<file path="config.mk">
export PLATFORM = sky130hd
export DESIGN_NAME = punc_debug_dump_flat
export DESIGN_NICKNAME = d
export VERILOG_FILES = /design/src/rtl/punc_dbg_pkg.sv /design/src/rtl/punc_debug_dump_if.sv /design/src/rtl/punc_dbg_out_reg.sv /design/src/rtl/punc_debug_dump.sv /design/src/flat_wrapper.sv
export SDC_FILE = /design/constraint.sdc
export NUM_CORES = 1
export LEC_CHECK = 0
export BUFFER_PORTS_ARGS = -buffer_cell sky130_fd_sc_hd__buf_2
export CORE_MARGIN = 2
export CORE_UTILIZATION = 58
export CTS_BUF_LIST = sky130_fd_sc_hd__clkbuf_4 sky130_fd_sc_hd__clkbuf_8
export DETAILED_ROUTE_END_ITERATION = 7
export PLACE_DENSITY = 0.88
export SLEW_MARGIN = 20
export SYNTH_ARGS = -nofsm -noshare
export SYNTH_HDL_FRONTEND = slang
export SYNTH_SLANG_ARGS = --single-unit
</file>
<file path="constraint.sdc">
create_clock -name clk -period 6.45 [get_ports clk]
set_clock_uncertainty 0.1 [all_clocks]
set_input_delay 1.6125 -clock clk [delete_from_list [all_inputs] [get_ports clk]]
set_output_delay 1.6125 -clock clk [all_outputs]
set_load 0.02 [all_outputs]
</file>
<file path="src/rtl/punc_dbg_pkg.sv">
// punc_dbg_pkg: shared types and constants for the PUnC debug-dump sequencer.
//   word_t       16-bit processor word
//   dump_beat_t  stream payload (data + last marker)
//   state_t      sequencer states
//   idx_width()  bits needed for the word index of a dump of mem_words words
package punc_dbg_pkg;

  typedef logic [15:0] word_t;

  typedef struct packed {
    logic  last;
    word_t data;
  } dump_beat_t;

  typedef enum logic [1:0] {
    ST_IDLE    = 2'd0,
    ST_SETUP   = 2'd1,
    ST_CAPTURE = 2'd2,
    ST_SEND    = 2'd3
  } state_t;

  // PC plus R0..R7 precede the memory window
  localparam int unsigned HDR_WORDS = 9;
  localparam int unsigned PC_IDX    = 0;
  localparam int unsigned RF_FIRST  = 1;
  localparam int unsigned MEM_FIRST = 9;

  // Smallest width that holds the highest index, HDR_WORDS + mem_words - 1
  function automatic int unsigned idx_width(input int unsigned mem_words);
    int unsigned max_idx;
    int unsigned w;
    max_idx = HDR_WORDS + mem_words - 1;
    w = 1;
    while ((max_idx >> w) != 0) w++;
    return w;
  endfunction

endpackage

</file>
<file path="src/rtl/punc_debug_dump_if.sv">
// punc_debug_dump_if: valid/ready stream carrying one dump word per handshake.
//   valid  word present (master)
//   ready  sink accepts (slave)
//   beat   data + last marker (master)
interface punc_debug_dump_if;
  import punc_dbg_pkg::*;

  logic       valid;
  logic       ready;
  dump_beat_t beat;

  modport master (output valid, output beat, input ready);
  modport slave  (input valid, input beat, output ready);
endinterface

</file>
<file path="src/rtl/punc_dbg_out_reg.sv">
// punc_dbg_out_reg: output holding register for the dump stream.
//   clk, rst    clock, synchronous active-high reset
//   load        capture load_beat and raise valid
//   load_beat   word and last marker to present
//   out_if      stream master; valid held until the handshake
module punc_dbg_out_reg
  import punc_dbg_pkg::*;
(
  input  logic               clk,
  input  logic               rst,
  input  logic               load,
  input  dump_beat_t         load_beat,
  punc_debug_dump_if.master  out_if
);

  // Payload is only rewritten on load, so it stays stable while waiting for ready
  always_ff @(posedge clk) begin
    if (rst) begin
      out_if.valid <= 1'b0;
      out_if.beat  <= '0;
    end else if (load) begin
      out_if.valid <= 1'b1;
      out_if.beat  <= load_beat;
    end else if (out_if.valid && out_if.ready) begin
      out_if.valid <= 1'b0;
    end
  end

endmodule

</file>
<file path="src/rtl/punc_debug_dump.sv">
// punc_debug_dump: walks the PUnC debug read ports and streams PC, R0..R7 and
// MEM_WORDS memory words starting at mem_base over a valid/ready stream.
//   clk, rst          clock, synchronous active-high reset
//   start, mem_base   dump request (IDLE only) and first memory address
//   busy, done        dump in progress / one-cycle completion pulse
//   mem_debug_addr    memory debug address, rf_debug_addr register debug address
//   *_debug_data      processor debug read data
//   out_if            stream master (valid, ready, beat.data, beat.last)
module punc_debug_dump
  import punc_dbg_pkg::*;
#(
  parameter int unsigned MEM_WORDS = 16
) (
  input  logic               clk,
  input  logic               rst,
  input  logic               start,
  input  word_t              mem_base,
  output logic               busy,
  output logic               done,
  output word_t              mem_debug_addr,
  output logic [2:0]         rf_debug_addr,
  input  word_t              mem_debug_data,
  input  word_t              rf_debug_data,
  input  word_t              pc_debug_data,
  punc_debug_dump_if.master  out_if
);

  localparam int unsigned IDX_W    = idx_width(MEM_WORDS);
  localparam int unsigned LAST_IDX = HDR_WORDS + MEM_WORDS - 1;

  state_t           state_q, state_d;
  logic [IDX_W-1:0] idx_q, idx_d, idx_inc;
  word_t            base_q, base_d;
  word_t            mem_addr_q, mem_addr_d;
  logic [2:0]       rf_addr_q, rf_addr_d;
  logic             busy_q, busy_d;
  logic             done_q, done_d;
  logic             load_c;
  dump_beat_t       beat_c;
  logic             hs_c;
  word_t            src_c;

  assign busy           = busy_q;
  assign done           = done_q;
  assign mem_debug_addr = mem_addr_q;
  assign rf_debug_addr  = rf_addr_q;

  assign hs_c    = out_if.valid && out_if.ready;
  assign idx_inc = idx_q + IDX_W'(1);

  // Source selected by the current index; addresses have been stable since SETUP
  always_comb begin
    if (idx_q == IDX_W'(PC_IDX))
      src_c = pc_debug_data;
    else if (idx_q < IDX_W'(MEM_FIRST))
      src_c = rf_debug_data;
    else
      src_c = mem_debug_data;
  end

  // State and datapath registers
  always_ff @(posedge clk) begin
    if (rst) begin
      state_q    <= ST_IDLE;
      idx_q      <= '0;
      base_q     <= '0;
      mem_addr_q <= '0;
      rf_addr_q  <= '0;
      busy_q     <= 1'b0;
      done_q     <= 1'b0;
    end else begin
      state_q    <= state_d;
      idx_q      <= idx_d;
      base_q     <= base_d;
      mem_addr_q <= mem_addr_d;
      rf_addr_q  <= rf_addr_d;
      busy_q     <= busy_d;
      done_q     <= done_d;
    end
  end

  // Next-state, index and address generation
  always_comb begin
    state_d    = state_q;
    idx_d      = idx_q;
    base_d     = base_q;
    mem_addr_d = mem_addr_q;
    rf_addr_d  = rf_addr_q;
    busy_d     = busy_q;
    done_d     = 1'b0;
    load_c     = 1'b0;
    beat_c     = '0;

    case (state_q)
      ST_IDLE: begin
        if (start) begin
          base_d  = mem_base;
          idx_d   = '0;
          busy_d  = 1'b1;
          state_d = ST_SETUP;
        end
      end

      // Addresses were registered on entry; this cycle lets a registered read settle
      ST_SETUP: state_d = ST_CAPTURE;

      ST_CAPTURE: begin
        load_c      = 1'b1;
        beat_c.data = src_c;
        beat_c.last = (idx_q == IDX_W'(LAST_IDX));
        state_d     = ST_SEND;
      end

      ST_SEND: begin
        if (hs_c) begin
          if (out_if.beat.last) begin
            busy_d  = 1'b0;
            done_d  = 1'b1;
            state_d = ST_IDLE;
          end else begin
            idx_d   = idx_inc;
            state_d = ST_SETUP;
            // Point the debug port at the next word before SETUP begins
            if (idx_inc >= IDX_W'(MEM_FIRST))
              mem_addr_d = base_q + 16'(idx_inc - IDX_W'(MEM_FIRST));
            else
              rf_addr_d = 3'(idx_inc - IDX_W'(RF_FIRST));
          end
        end
      end

      default: state_d = ST_IDLE;
    endcase
  end

  punc_dbg_out_reg u_out_reg (
    .clk       (clk),
    .rst       (rst),
    .load      (load_c),
    .load_beat (beat_c),
    .out_if    (out_if)
  );

endmodule

</file>
<file path="src/flat_wrapper.sv">
// flat-port wrapper written by rule: the top's interface ports become plain ports
module punc_debug_dump_flat import punc_dbg_pkg::*;
#(
  parameter int unsigned MEM_WORDS = 16
)
  (clk, rst, start, mem_base, busy, done, mem_debug_addr, rf_debug_addr, mem_debug_data, rf_debug_data, pc_debug_data, out_if_valid, out_if_beat, out_if_ready);
  punc_debug_dump_if out_if_i ();
  input  logic clk;
  input  logic rst;
  input  logic start;
  input  word_t mem_base;
  output logic busy;
  output logic done;
  output word_t mem_debug_addr;
  output logic [2:0] rf_debug_addr;
  input  word_t mem_debug_data;
  input  word_t rf_debug_data;
  input  word_t pc_debug_data;
  output wire logic [$bits(out_if_i.valid)-1:0] out_if_valid;
  output wire logic [$bits(out_if_i.beat)-1:0] out_if_beat;
  input wire logic [$bits(out_if_i.ready)-1:0] out_if_ready;
  assign out_if_valid = out_if_i.valid;
  assign out_if_beat = out_if_i.beat;
  assign out_if_i.ready = out_if_ready;
  punc_debug_dump #(.MEM_WORDS(MEM_WORDS)) u_core (.clk(clk), .rst(rst), .start(start), .mem_base(mem_base), .busy(busy), .done(done), .mem_debug_addr(mem_debug_addr), .rf_debug_addr(rf_debug_addr), .mem_debug_data(mem_debug_data), .rf_debug_data(rf_debug_data), .pc_debug_data(pc_debug_data), .out_if(out_if_i));
endmodule
</file>
==> results.md <==
- The post-detailed-route DRC marker count is 0.
- In the layout the commonest cells are buf_2, nand2_1, dfxtp_1.
- The number of buffers on the longest clock path is 2.
- Of the total power, the share spent switching nets is 0.3527.
- The critical path endpoint category is a register.
- The top-level port count is 107.
- The core utilization of the finished layout is 0.7249.
- The area growth from synthesis to layout is 18.90%.
- The worst pin sits at a relative slew slack of 0.2862.
- Across all setup checks in the final design, the least slack found is 2.351 ns.
- The routability congestion estimate from global placement is 0.8300.
- The number of post-CTS setup repair buffers is 0.
- At the end of the flow, the number of nets in the layout was 627.
- Setup violations remaining at the end of the flow were counted as 0.
- The number of global-route vias before repair is 3350.
- Across every metal layer, demand over resource in global routing totals 0.2565.
- The portion of total power attributed to sequential cells is 0.366.
- The arrival time at the worst endpoint is 4.27 ns.
- The routed wirelength normalized by instance count is 14.46 µm.
- The count of cells along the worst register-to-register path is 13.
- The number of buffers added by the clock tree synthesis step is 9.
- The count of vias placed by the detailed router is 3448.
- The initial utilization of the core area, before any placement, comes to 0.6096.
- In this run the most critical hold path is launched from u_core.base_q[9].
- Across the run, the number of max-cap violations was 0.
- The most used flip-flop cell after synthesis is dfxtp_1.
- The clock slew seen by the registers of the worst setup and hold paths is 0.07 ns.
- The floorplan has 28 rows.
- The power per cell area is 280.6 mW/mm².
- The cell accounting for the most synthesized area is dfxtp_1.
- In this run the register-to-register setup slack is 2.35 ns.
- The post-detailed-route count of antenna-violating nets is 0.
- The number of distinct standard cells referenced by the synthesized netlist is 55.
- Setup repair after global routing left no endpoint under its margin.
- Entering global routing, the biggest net connects 64 pins.
- The detailed placement HPWL is 6421 µm.
- The final-report hold violation count is 0.
- The setup TNS after final layout is 0 ns.
- The final critical delay including setup and external delays is 4.099 ns.
- The root buffer cell chosen for the clock tree is clkbuf_8.
- TritonCTS built the clock tree.
- The number of port buffers is 106.
- The worst-case IR drop observed on VDD is 0.0001677 V.
- The internal power is 793.4 µW.
- The type of the most critical hold path is register to register.
- The critical path required time is 6.62 ns.
- Derived from the worst setup path, the maximum achievable clock frequency is 244.0 MHz.
- The share of total power dissipated in combinational logic is 0.355.
- The terminus of the critical flop-to-flop path is u_core.mem_debug_addr[10].
- The first global-routing pass estimated 14840 µm of wire.
- The synthesized design contains 0 enable-type register cells.
- The starting DRC count in detailed routing is 234.
- In this run the static leakage power is 2.155 nW.
- The worst hold path passes through 2 cells.
- The final period utilization is 0.6355.
- Counting every instance in the synthesized netlist gives 443.
- The first-pass iteration count of the detailed router is 5.
- The die covers 0.006986 mm².
- Leaving out fill and tap cells, the most frequent cell in the layout is buf_2.
- The number of storage elements in the synthesis netlist is 62.
- The run finished with clean final reports.
- Of the post-synthesis cell area, the dominant cell type holds 0.3379.
- Yosys printed 0 warnings.
- The synthesized area per cell is 8.292 µm².
- The path with the worst hold slack has its endpoint at u_core.base_q[9].
- Of the total power, the clock network draws 0.279.
- The switching power summed over all nets is 432.4 µW.
- In this run, post-CTS hold repair placed 0 buffers.
- The die is 83.59 µm tall.
- In this run the critical register-to-register path is launched from u_core.idx_q[0].
- The highest fanout seen on the critical path is 14.
- The critical path in this run is classified as register to register.
- Overall power consumption after layout is estimated at 1.226 mW.
- By area the synthesized netlist is led by dfxtp_1, mux2i_1, ha_1, nand2_1, a21oi_1.
- The number of nets in the synthesized netlist is 534.
- At the placement stage, the worst setup path has a slack of 2.368 ns.
- The H-tree generated during clock tree synthesis spans 3 levels.
- The pin slew with the least headroom to its limit is 1.071 ns.
- From left edge to right edge, the die measures 83.59 µm.
- The share of final-layout standard cells stronger than drive strength 1 is 0.2444.
- After detailed routing, the number of vias per cell comes to 5.607.
- The later pin in the worst-skew pair is clocked with a latency of 0.35 ns.
- The placed cell count is 600.
- STA classifies the critical path startpoint as a register.
- The area of the core is 0.006026 mm².
- The number of antenna violations at the first check in global routing is 0.
- The number of standard cells in the layout, taps in and fillers out is 615.
- The count of instances resized after the clock tree is built is 0.
- After detailed routing, the total wire length is 8891 µm.
- The number of antenna diodes in the final layout is 0.
- The count of final max-slew check failures is 0.
- The filler cell count in the final layout is 456.
- Counting flops with an async set or reset pin after synthesis yields a share of 0.
- The synthesized netlist occupies a cell area of 0.003674 mm².
- Of the synthesized area, sequential elements account for 0.3379.
- The total number of clock tree sinks is 62.
- Global routing finished with a remaining overflow of 0.
==> registers in the layout, indices dropped and copies added, names as in the netlist <==
name / cells
u_core.u_out_reg.out_if.valid: 1
u_core.rf_debug_addr: 3
u_core.state_q: 2
u_core.u_out_reg.out_if.beat: 17
u_core.busy: 1
u_core.done: 1
u_core.mem_debug_addr: 16
u_core.base_q: 16
u_core.idx_q: 5
==> cell usage after synthesis (2+ instances only) <==
| library cell | n |
|---|---|
| nand2b_1 | 7 |
| buf_6 | 2 |
| clkbuf_1 | 13 |
| or2_2 | 2 |
| a21oi_1 | 41 |
| nor3b_1 | 3 |
| nand3_1 | 7 |
| ha_1 | 22 |
| nor3_1 | 5 |
| inv_1 | 9 |
| buf_2 | 7 |
| dfxtp_1 | 62 |
| mux2i_1 | 45 |
| nand3b_1 | 3 |
| and2_1 | 2 |
| a22oi_1 | 2 |
| nor2b_1 | 3 |
| a211oi_1 | 8 |
| xnor2_1 | 11 |
| o21ai_0 | 22 |
| a21o_1 | 7 |
| o21ai_1 | 9 |
| nor2_1 | 44 |
| buf_4 | 2 |
| xor2_1 | 9 |
| o2bb2ai_1 | 2 |
| nand2_1 | 66 |
==> worst max-delay path by stage <==
stage / start / end / slack [ns] / depth (start not counted)
3_5_place_dp: u_core.idx_q[0] / u_core.mem_debug_addr[10] / 2.37 / 13
6_report: u_core.idx_q[0] / u_core.mem_debug_addr[10] / 2.35 / 13
4_1_cts: u_core.idx_q[0] / u_core.mem_debug_addr[14] / 2.32 / 13
5_1_grt: u_core.idx_q[0] / u_core.mem_debug_addr[10] / 1.99 / 13
3_3_place_gp: u_core.idx_q[0] / u_core.mem_debug_addr[14] / 2.60 / 13
2_1_floorplan: u_core.idx_q[1] / u_core.mem_debug_addr[10] / 3.03 / 14
==> critical path, stage by stage (launching register included) <==
cell and delay, ns:
dfxtp_1 0.61, inv_1 0.16, ha_1 0.39, o21ba_2 0.22, a311oi_1 0.29, o21ai_0 0.22
inv_1 0.32, ha_1 0.36, and3_1 0.17, a221oi_1 0.34, o21ai_0 0.26, o21ai_0 0.26
xor2_1 0.09, a211oi_1 0.23
==> per-layer routing <==
metal	part of all wire	routed length, µm	up-vias	GRT usage
met5	0	0	-	0
met3	0.050	447	20	0.05935
met2	0.51	4502	98	0.4589
met1	0.42	3730	1602	0.2924
met4	0.024	211	0	0.1041
li1	-	-	1728	-
==> per-stage QoR <==
stage / area (µm²) / hold WS, ns
2_1_floorplan: 3674 / 0.3406
3_3_place_gp: 4173 / 0.3515
3_5_place_dp: 4173 / 0.3561
4_1_cts: 4365 / 0.3664
5_1_grt: 4368 / 0.3789
6_report: 4368 / 0.3685
==> power groups by stage <==
stage | clock network, mW | registers [mW] | logic, mW
finish | 0.342 | 0.448 | 0.435
global route | 0.365 | 0.453 | 0.483
CTS | 0.346 | 0.449 | 0.432
detailed placement | 0 | 0.457 | 0.424
global placement | 0 | 0.454 | 0.416
floorplan | 0 | 0.474 | 0.308
==> cells by family (layout without fill, tap and decap cells) <==
family                     after synthesis  in the layout  synth area share
AOI/OAI and AO/OA                      108            108            0.1802
xor gates and xnor gates                20             20           0.04768
adders and majority gates               23             23           0.08038
buffers and inverters                   35            132           0.04904
DFF                                     62             62            0.3379
muxes                                   45             45            0.1226
and+or+nand+nor                        150            150            0.1822
==> layout make-up <==
type | count | area, µm² | area share
repair buffers | 108 | 548.0 | 0.1255
inverters | 9 | 33.78 | 0.007734
multi-input cells | 346 | 2258 | 0.5170
clock buffers | 11 | 145.1 | 0.03323
flip-flops and latches | 62 | 1241 | 0.2842
well taps | 75 | 93.84 | 0.02148
clock inverters | 4 | 47.55 | 0.01089
No activity file was read; power rests on OpenSTA's default activity.
